$ cat src/rtl/id_ex_stage.sv
// ID/EX pipeline register: captures operands, decoded fields, extended immediate and control.
// Snoops the write-back port so captured operands match the register file at load and while held.
module id_ex_stage #(
  parameter int DATA_WIDTH = 32,
  parameter bit BYPASS_EN  = 1'b1
) (
  input  logic                         Clk,
  input  logic                         Reset,
  input  logic                         Stall,
  input  logic                         Flush,
  input  logic [31:0]                  InstrIn,
  input  logic [DATA_WIDTH-1:0]        PCPlus4In,
  input  logic signed [DATA_WIDTH-1:0] ReadData1In,
  input  logic signed [DATA_WIDTH-1:0] ReadData2In,
  input  logic                         RegWriteIn,
  input  logic                         MemReadIn,
  input  logic                         MemWriteIn,
  input  logic                         MemToRegIn,
  input  logic                         ALUSrcIn,
  input  logic                         RegDstIn,
  input  logic                         ZeroExtIn,
  input  logic [3:0]                   ALUOpIn,
  input  logic                         WBRegWrite,
  input  logic [4:0]                   WBAddr,
  input  logic signed [DATA_WIDTH-1:0] WBData,
  output logic                         ValidOut,
  output logic [DATA_WIDTH-1:0]        PCPlus4Out,
  output logic signed [DATA_WIDTH-1:0] RsData,
  output logic signed [DATA_WIDTH-1:0] RtData,
  output logic signed [DATA_WIDTH-1:0] ImmOut,
  output logic [4:0]                   RsOut,
  output logic [4:0]                   RtOut,
  output logic [4:0]                   RdOut,
  output logic [4:0]                   ShamtOut,
  output logic                         RegWriteOut,
  output logic                         MemReadOut,
  output logic                         MemWriteOut,
  output logic                         MemToRegOut,
  output logic                         ALUSrcOut,
  output logic                         RegDstOut,
  output logic [3:0]                   ALUOpOut
);

  // Addresses 0, 26 and 27 are never written by the register file, so they must never be snooped.
  function automatic logic wb_hit(input logic en, input logic [4:0] wb_addr,
                                  input logic [4:0] addr);
    return en && (wb_addr == addr) && (addr != 5'd0) && (addr != 5'd26) && (addr != 5'd27);
  endfunction

  function automatic logic signed [DATA_WIDTH-1:0] ext_imm(input logic [15:0] imm,
                                                           input logic zero_ext);
    logic signed [DATA_WIDTH-1:0] r;
    if (zero_ext) r = {{(DATA_WIDTH-16){1'b0}}, imm};
    else          r = {{(DATA_WIDTH-16){imm[15]}}, imm};
    return r;
  endfunction

  logic                         vld_p1;
  logic [DATA_WIDTH-1:0]        pc_p1;
  logic signed [DATA_WIDTH-1:0] rs_data_p1;
  logic signed [DATA_WIDTH-1:0] rt_data_p1;
  logic signed [DATA_WIDTH-1:0] imm_p1;
  logic [4:0]                   rs_p1;
  logic [4:0]                   rt_p1;
  logic [4:0]                   rd_p1;
  logic [4:0]                   shamt_p1;
  logic                         reg_write_p1;
  logic                         mem_read_p1;
  logic                         mem_write_p1;
  logic                         mem_to_reg_p1;
  logic                         alu_src_p1;
  logic                         reg_dst_p1;
  logic [3:0]                   alu_op_p1;

  logic [4:0]                   rs_p0;
  logic [4:0]                   rt_p0;
  logic signed [DATA_WIDTH-1:0] rs_load_p0;
  logic signed [DATA_WIDTH-1:0] rt_load_p0;
  logic signed [DATA_WIDTH-1:0] rs_hold_p0;
  logic signed [DATA_WIDTH-1:0] rt_hold_p0;
  logic                         unused_opcode;

  assign rs_p0         = InstrIn[25:21];
  assign rt_p0         = InstrIn[20:16];
  assign unused_opcode = ^InstrIn[31:26];

  // The register file reads on negedge, before the current write-back commits, so its
  // data is stale on a same-cycle hit; held operands must also follow later writes.
  always_comb begin
    rs_load_p0 = ReadData1In;
    rt_load_p0 = ReadData2In;
    rs_hold_p0 = rs_data_p1;
    rt_hold_p0 = rt_data_p1;
    if (BYPASS_EN) begin
      if (wb_hit(WBRegWrite, WBAddr, rs_p0)) rs_load_p0 = WBData;
      if (wb_hit(WBRegWrite, WBAddr, rt_p0)) rt_load_p0 = WBData;
      if (wb_hit(WBRegWrite, WBAddr, rs_p1)) rs_hold_p0 = WBData;
      if (wb_hit(WBRegWrite, WBAddr, rt_p1)) rt_hold_p0 = WBData;
    end
  end

  // ---- ID -> EX stage boundary ----
  always_ff @(posedge Clk or posedge Reset) begin
    if (Reset) begin
      vld_p1        <= 1'b0;
      pc_p1         <= '0;
      rs_data_p1    <= '0;
      rt_data_p1    <= '0;
      imm_p1        <= '0;
      rs_p1         <= '0;
      rt_p1         <= '0;
      rd_p1         <= '0;
      shamt_p1      <= '0;
      reg_write_p1  <= 1'b0;
      mem_read_p1   <= 1'b0;
      mem_write_p1  <= 1'b0;
      mem_to_reg_p1 <= 1'b0;
      alu_src_p1    <= 1'b0;
      reg_dst_p1    <= 1'b0;
      alu_op_p1     <= '0;
    end else if (Flush) begin
      vld_p1        <= 1'b0;
      pc_p1         <= '0;
      rs_data_p1    <= '0;
      rt_data_p1    <= '0;
      imm_p1        <= '0;
      rs_p1         <= '0;
      rt_p1         <= '0;
      rd_p1         <= '0;
      shamt_p1      <= '0;
      reg_write_p1  <= 1'b0;
      mem_read_p1   <= 1'b0;
      mem_write_p1  <= 1'b0;
      mem_to_reg_p1 <= 1'b0;
      alu_src_p1    <= 1'b0;
      reg_dst_p1    <= 1'b0;
      alu_op_p1     <= '0;
    end else if (Stall) begin
      rs_data_p1    <= rs_hold_p0;
      rt_data_p1    <= rt_hold_p0;
    end else begin
      vld_p1        <= 1'b1;
      pc_p1         <= PCPlus4In;
      rs_data_p1    <= rs_load_p0;
      rt_data_p1    <= rt_load_p0;
      imm_p1        <= ext_imm(InstrIn[15:0], ZeroExtIn);
      rs_p1         <= rs_p0;
      rt_p1         <= rt_p0;
      rd_p1         <= InstrIn[15:11];
      shamt_p1      <= InstrIn[10:6];
      reg_write_p1  <= RegWriteIn;
      mem_read_p1   <= MemReadIn;
      mem_write_p1  <= MemWriteIn;
      mem_to_reg_p1 <= MemToRegIn;
      alu_src_p1    <= ALUSrcIn;
      reg_dst_p1    <= RegDstIn;
      alu_op_p1     <= ALUOpIn;
    end
  end

  assign ValidOut    = vld_p1;
  assign PCPlus4Out  = pc_p1;
  assign RsData      = rs_data_p1;
  assign RtData      = rt_data_p1;
  assign ImmOut      = imm_p1;
  assign RsOut       = rs_p1;
  assign RtOut       = rt_p1;
  assign RdOut       = rd_p1;
  assign ShamtOut    = shamt_p1;
  assign RegWriteOut = reg_write_p1;
  assign MemReadOut  = mem_read_p1;
  assign MemWriteOut = mem_write_p1;
  assign MemToRegOut = mem_to_reg_p1;
  assign ALUSrcOut   = alu_src_p1;
  assign RegDstOut   = reg_dst_p1;
  assign ALUOpOut    = alu_op_p1;

endmodule

$ cat config.mk
export PLATFORM = sky130hd
export DESIGN_NAME = id_ex_stage
export DESIGN_NICKNAME = d
export VERILOG_FILES = /design/src/rtl/id_ex_stage.sv
export SDC_FILE = /design/constraint.sdc
export NUM_CORES = 1
export LEC_CHECK = 0
export BUFFER_PORTS_ARGS = -buffer_cell sky130_fd_sc_hd__buf_2
export CAP_MARGIN = 20
export CORE_AREA = 2 2 133 135
export DETAILED_ROUTE_END_ITERATION = 10
export DIE_AREA = 0 0 135 137
export GPL_ROUTABILITY_DRIVEN = 0
export PLACE_DENSITY_LB_ADDON = 0.12
export REMOVE_ABC_BUFFERS = 1
export SETUP_SLACK_MARGIN = 0.3
export SYNTH_ARGS = -nofsm -noshare
export SYNTH_HDL_FRONTEND = slang
export SYNTH_SLANG_ARGS = --single-unit
export TNS_END_PERCENT = 10
$ cat constraint.sdc
create_clock -name Clk -period 5.7 [get_ports Clk]
set_clock_uncertainty 0.1 [all_clocks]
set_input_delay 1.71 -clock Clk [delete_from_list [all_inputs] [get_ports Clk]]
set_output_delay 1.71 -clock Clk [all_outputs]
set_load 0.03 [all_outputs]
==> run_results.csv <==
group,metric,value,unit
logic_synthesis,syn_area,0.006813,mm²
final_layout,n_antenna_cell,0,
critical_path,r2r_cells,6,
timing,grt_setup_unrepaired,"false",
floorplan,core_area,0.01706,mm²
outcome,status,"completed",
global_route,grt_pass1_vias,5511,
global_route,grt_pass1_wl,29960,µm
floorplan,initial_core_util,39.94,%
drt,routed_wl,19800,µm
worst_hold_path,hp-start,"RsData[11]",
pwr,p_per_area,313.4,mW/mm²
drt,wl_met3,1732,µm
global_route,antenna_found_initial,0,
logic_synthesis,synth_top_area_cell,"dfrtp_1",
logic_synthesis,yosysSeqAreaShare,49.22,%
timing,finalHoldViolCount,0,
final_layout,finalNetCount,1101,
clock_network,post_cts_buffers,0,
global_route,track_usage,21.05,%
logic_synthesis,synth_top_area_share,49.22,%
drt,vias,5691,
timing,setup_violations,0,
worst_hold_path,worst_hold_path.num_cells,2,
timing,hold_slack,0.3740,ns
clock_network,clk_path_buf_depth,2,
global_route,grt_overflow,0,
clock_network,cts-resized-gates,0,
worst_hold_path,whs_endpoint,"RsData[11]",
timing,tns,0,ns
critical_path,critPathCaptureType,"flip-flop",
critical_path,arrival,3.99,ns
logic_synthesis,synthTopCellsByArea,"dfrtp_1 (49%), mux2i_1 (15%), a311oi_2 (6.6%), nand2_1 (4.9%), nor2_1 (3.8%)",
logic_synthesis,ys_types,41,
final_layout,area_growth,32.75,%
drt,drc,0,
floorplan,fp.dieH,137,µm
timing,fmax,259.6,MHz
critical_path,r2r-start,"RtOut[2]",
drt,met1_length,8364,µm
timing,slew_headroom,26.70,%
pwr,vdd_drop_max,0.1889,mV
logic_synthesis,yosys_register_bits,134,
logic_synthesis,synthCells,633,
timing,slew_viol_final,0,
critical_path,cp-start-kind,"input pin",
critical_path,crit_fanout,33,
floorplan,ios,340,
drt,wl_per_cell,17.09,µm
clock_network,clk_pin_slew_worst_paths,0.06,ns
worst_hold_path,hp-class,"flip-flop to flip-flop",
drt,drt-initial-drc-count,284,
place,dp_hpwl,14200,µm
timing,timing.final.crit_share,67.58,%
floorplan,rows,48,
clock_network,hold_buffers,0,
clock_network,cts_num_sinks,134,
timing,fin_crit,3.852,ns
clock_network,clock-root-buffer,"clkbuf_16",
logic_synthesis,ys.warnings.count,0,
pwr,finalPower,2834,µW
clock_network,cts_made_buffers,17,
critical_path,r2r-end,"RtData[0]",
pwr,power_leakage,0.004812,µW
drt,antenna_left,0,
logic_synthesis,avgSynthCellArea,10.76,µm²
final_layout,drive_above_1_share,47.05,%
floorplan,dieArea,0.01850,mm²
flow_run,drv_cap,0,
drt,top_layer,"met4",
drt,wl_met2,9481,µm
clock_network,clk_latency,0.42,ns
timing,worstMarginPinSlew,1.096,ns
critical_path,cp.required,5.84,ns
global_route,grt_max_degree,86,
critical_path,reg2reg_setup_slack,2.91,ns
clock_network,tritoncts,"done",
place,port_buffers,333,
clock_network,htree_levels,4,
critical_path,critPathKind,"input pin to flip-flop",
floorplan,die_x,135,µm
drt,first_pass_iters,4,
drt,viasPerCell,4.915,
[cell usage after synthesis (all sizes together)]
library cell    n
clkbuf         20
o2111ai         1
or2             3
o221a           1
o221ai          1
o21ai          23
a21o            9
nor2           69
nor3b           1
nand3           3
or4             3
xor2            8
a31oi           1
buf            56
inv            13
a222oi          1
mux2i         100
nor4            3
a22oi           3
a41oi           2
xnor2           9
nor4b           1
a311oi         32
dfrtp         134
nor3           33
a21oi          12
nand2          89
nand2b          2
[state kept, by name (all words and copies together) (netlist names), 4 cells and up]
signal,cells
RtData,32
ALUOpOut,4
ImmOut,17
RsData,32
PCPlus4Out,32
RsOut,5
RtOut,5
[per-stage QoR]
stage	cells	instance area [µm²]	setup WS, ns	utilization, %
after global routing	1158	9044	1.653	53.02
after floorplan	557	6344	0.3072	-
after detailed placement	1126	8408	1.389	49.30
after CTS	1158	9044	1.827	53.02
after global placement	1126	8408	1.391	49.30
final	1158	9044	1.848	53.02
[layer usage]
layer	track usage, %	vias up
met5	0	-
met4	5.729	0
met3	7.519	16
met2	34.83	229
met1	26.17	2708
li1	-	2738
[where the power goes]
group / total, µW / switching, µW / internal [µW]
clock: 1180 / 435 / 747
sequential: 1060 / 38.9 / 1020
combinational: 593 / 389 / 204
total: 2830 / 863 / 1970
[cells in the final DEF, fill, tap and decap left out, drive strengths merged, types with 2 or more instances in the layout]
| cell | count |
|---|---|
| xor2 | 8 |
| a311oi | 32 |
| clkinv | 4 |
| clkbuf | 18 |
| a21oi | 12 |
| mux2i | 100 |
| nand2 | 89 |
| clkinvlp | 3 |
| inv | 16 |
| nand2b | 2 |
| nand3 | 3 |
| a22oi | 3 |
| or4 | 3 |
| nor2 | 69 |
| a41oi | 2 |
| nor3 | 33 |
| xnor2 | 9 |
| o21ai | 23 |
| nor4 | 3 |
| a21o | 9 |
| bufinv | 4 |
| buf | 344 |
| dfrtp | 134 |
| or2 | 3 |
[critical path, stage by stage]
cell       delay, ns
buf_2           0.22
xnor2_1         0.15
o2111ai_1       0.18
nor4b_4         0.27
buf_4           0.39
or2_2           0.83
a311oi_2        0.21
[kinds of logic after synthesis]
| logic type | count (synthesis) | share of synthesized area [%] |
|---|---|---|
| xor gates and xnor gates | 17 | 2.186 |
| DFF | 134 | 49.22 |
| AOI/OAI and AO/OA | 86 | 13.17 |
| muxes | 100 | 14.69 |
| and+or+nand+nor | 207 | 13.13 |
| buffers and inverters | 89 | 7.603 |
[worst max-delay path by stage]
| stage | start | endpoint | cells past startpoint |
|---|---|---|---|
| after global placement | WBAddr[4] | RtData[16] | 7 |
| final | WBAddr[4] | RtData[0] | 7 |
| after global routing | WBAddr[4] | RtData[12] | 7 |
| after CTS | WBAddr[4] | RtData[0] | 7 |
| after detailed placement | WBAddr[4] | RtData[9] | 7 |
| after floorplan | Reset | ALUOpOut[0] | 1 |
[area by class of cell]
cell class / instances / area [µm²]
Clock buffer: 18 / 439.2
Clock inverter: 14 / 196.4
Fill cell: 1618 / 8013
Inverter: 13 / 53.80
Multi-Input combinational cell: 410 / 2965
Sequential cell: 134 / 3353
Tap cell: 225 / 281.5
Timing Repair Buffer: 344 / 1754
No activity file was read; power rests on OpenSTA's default activity.
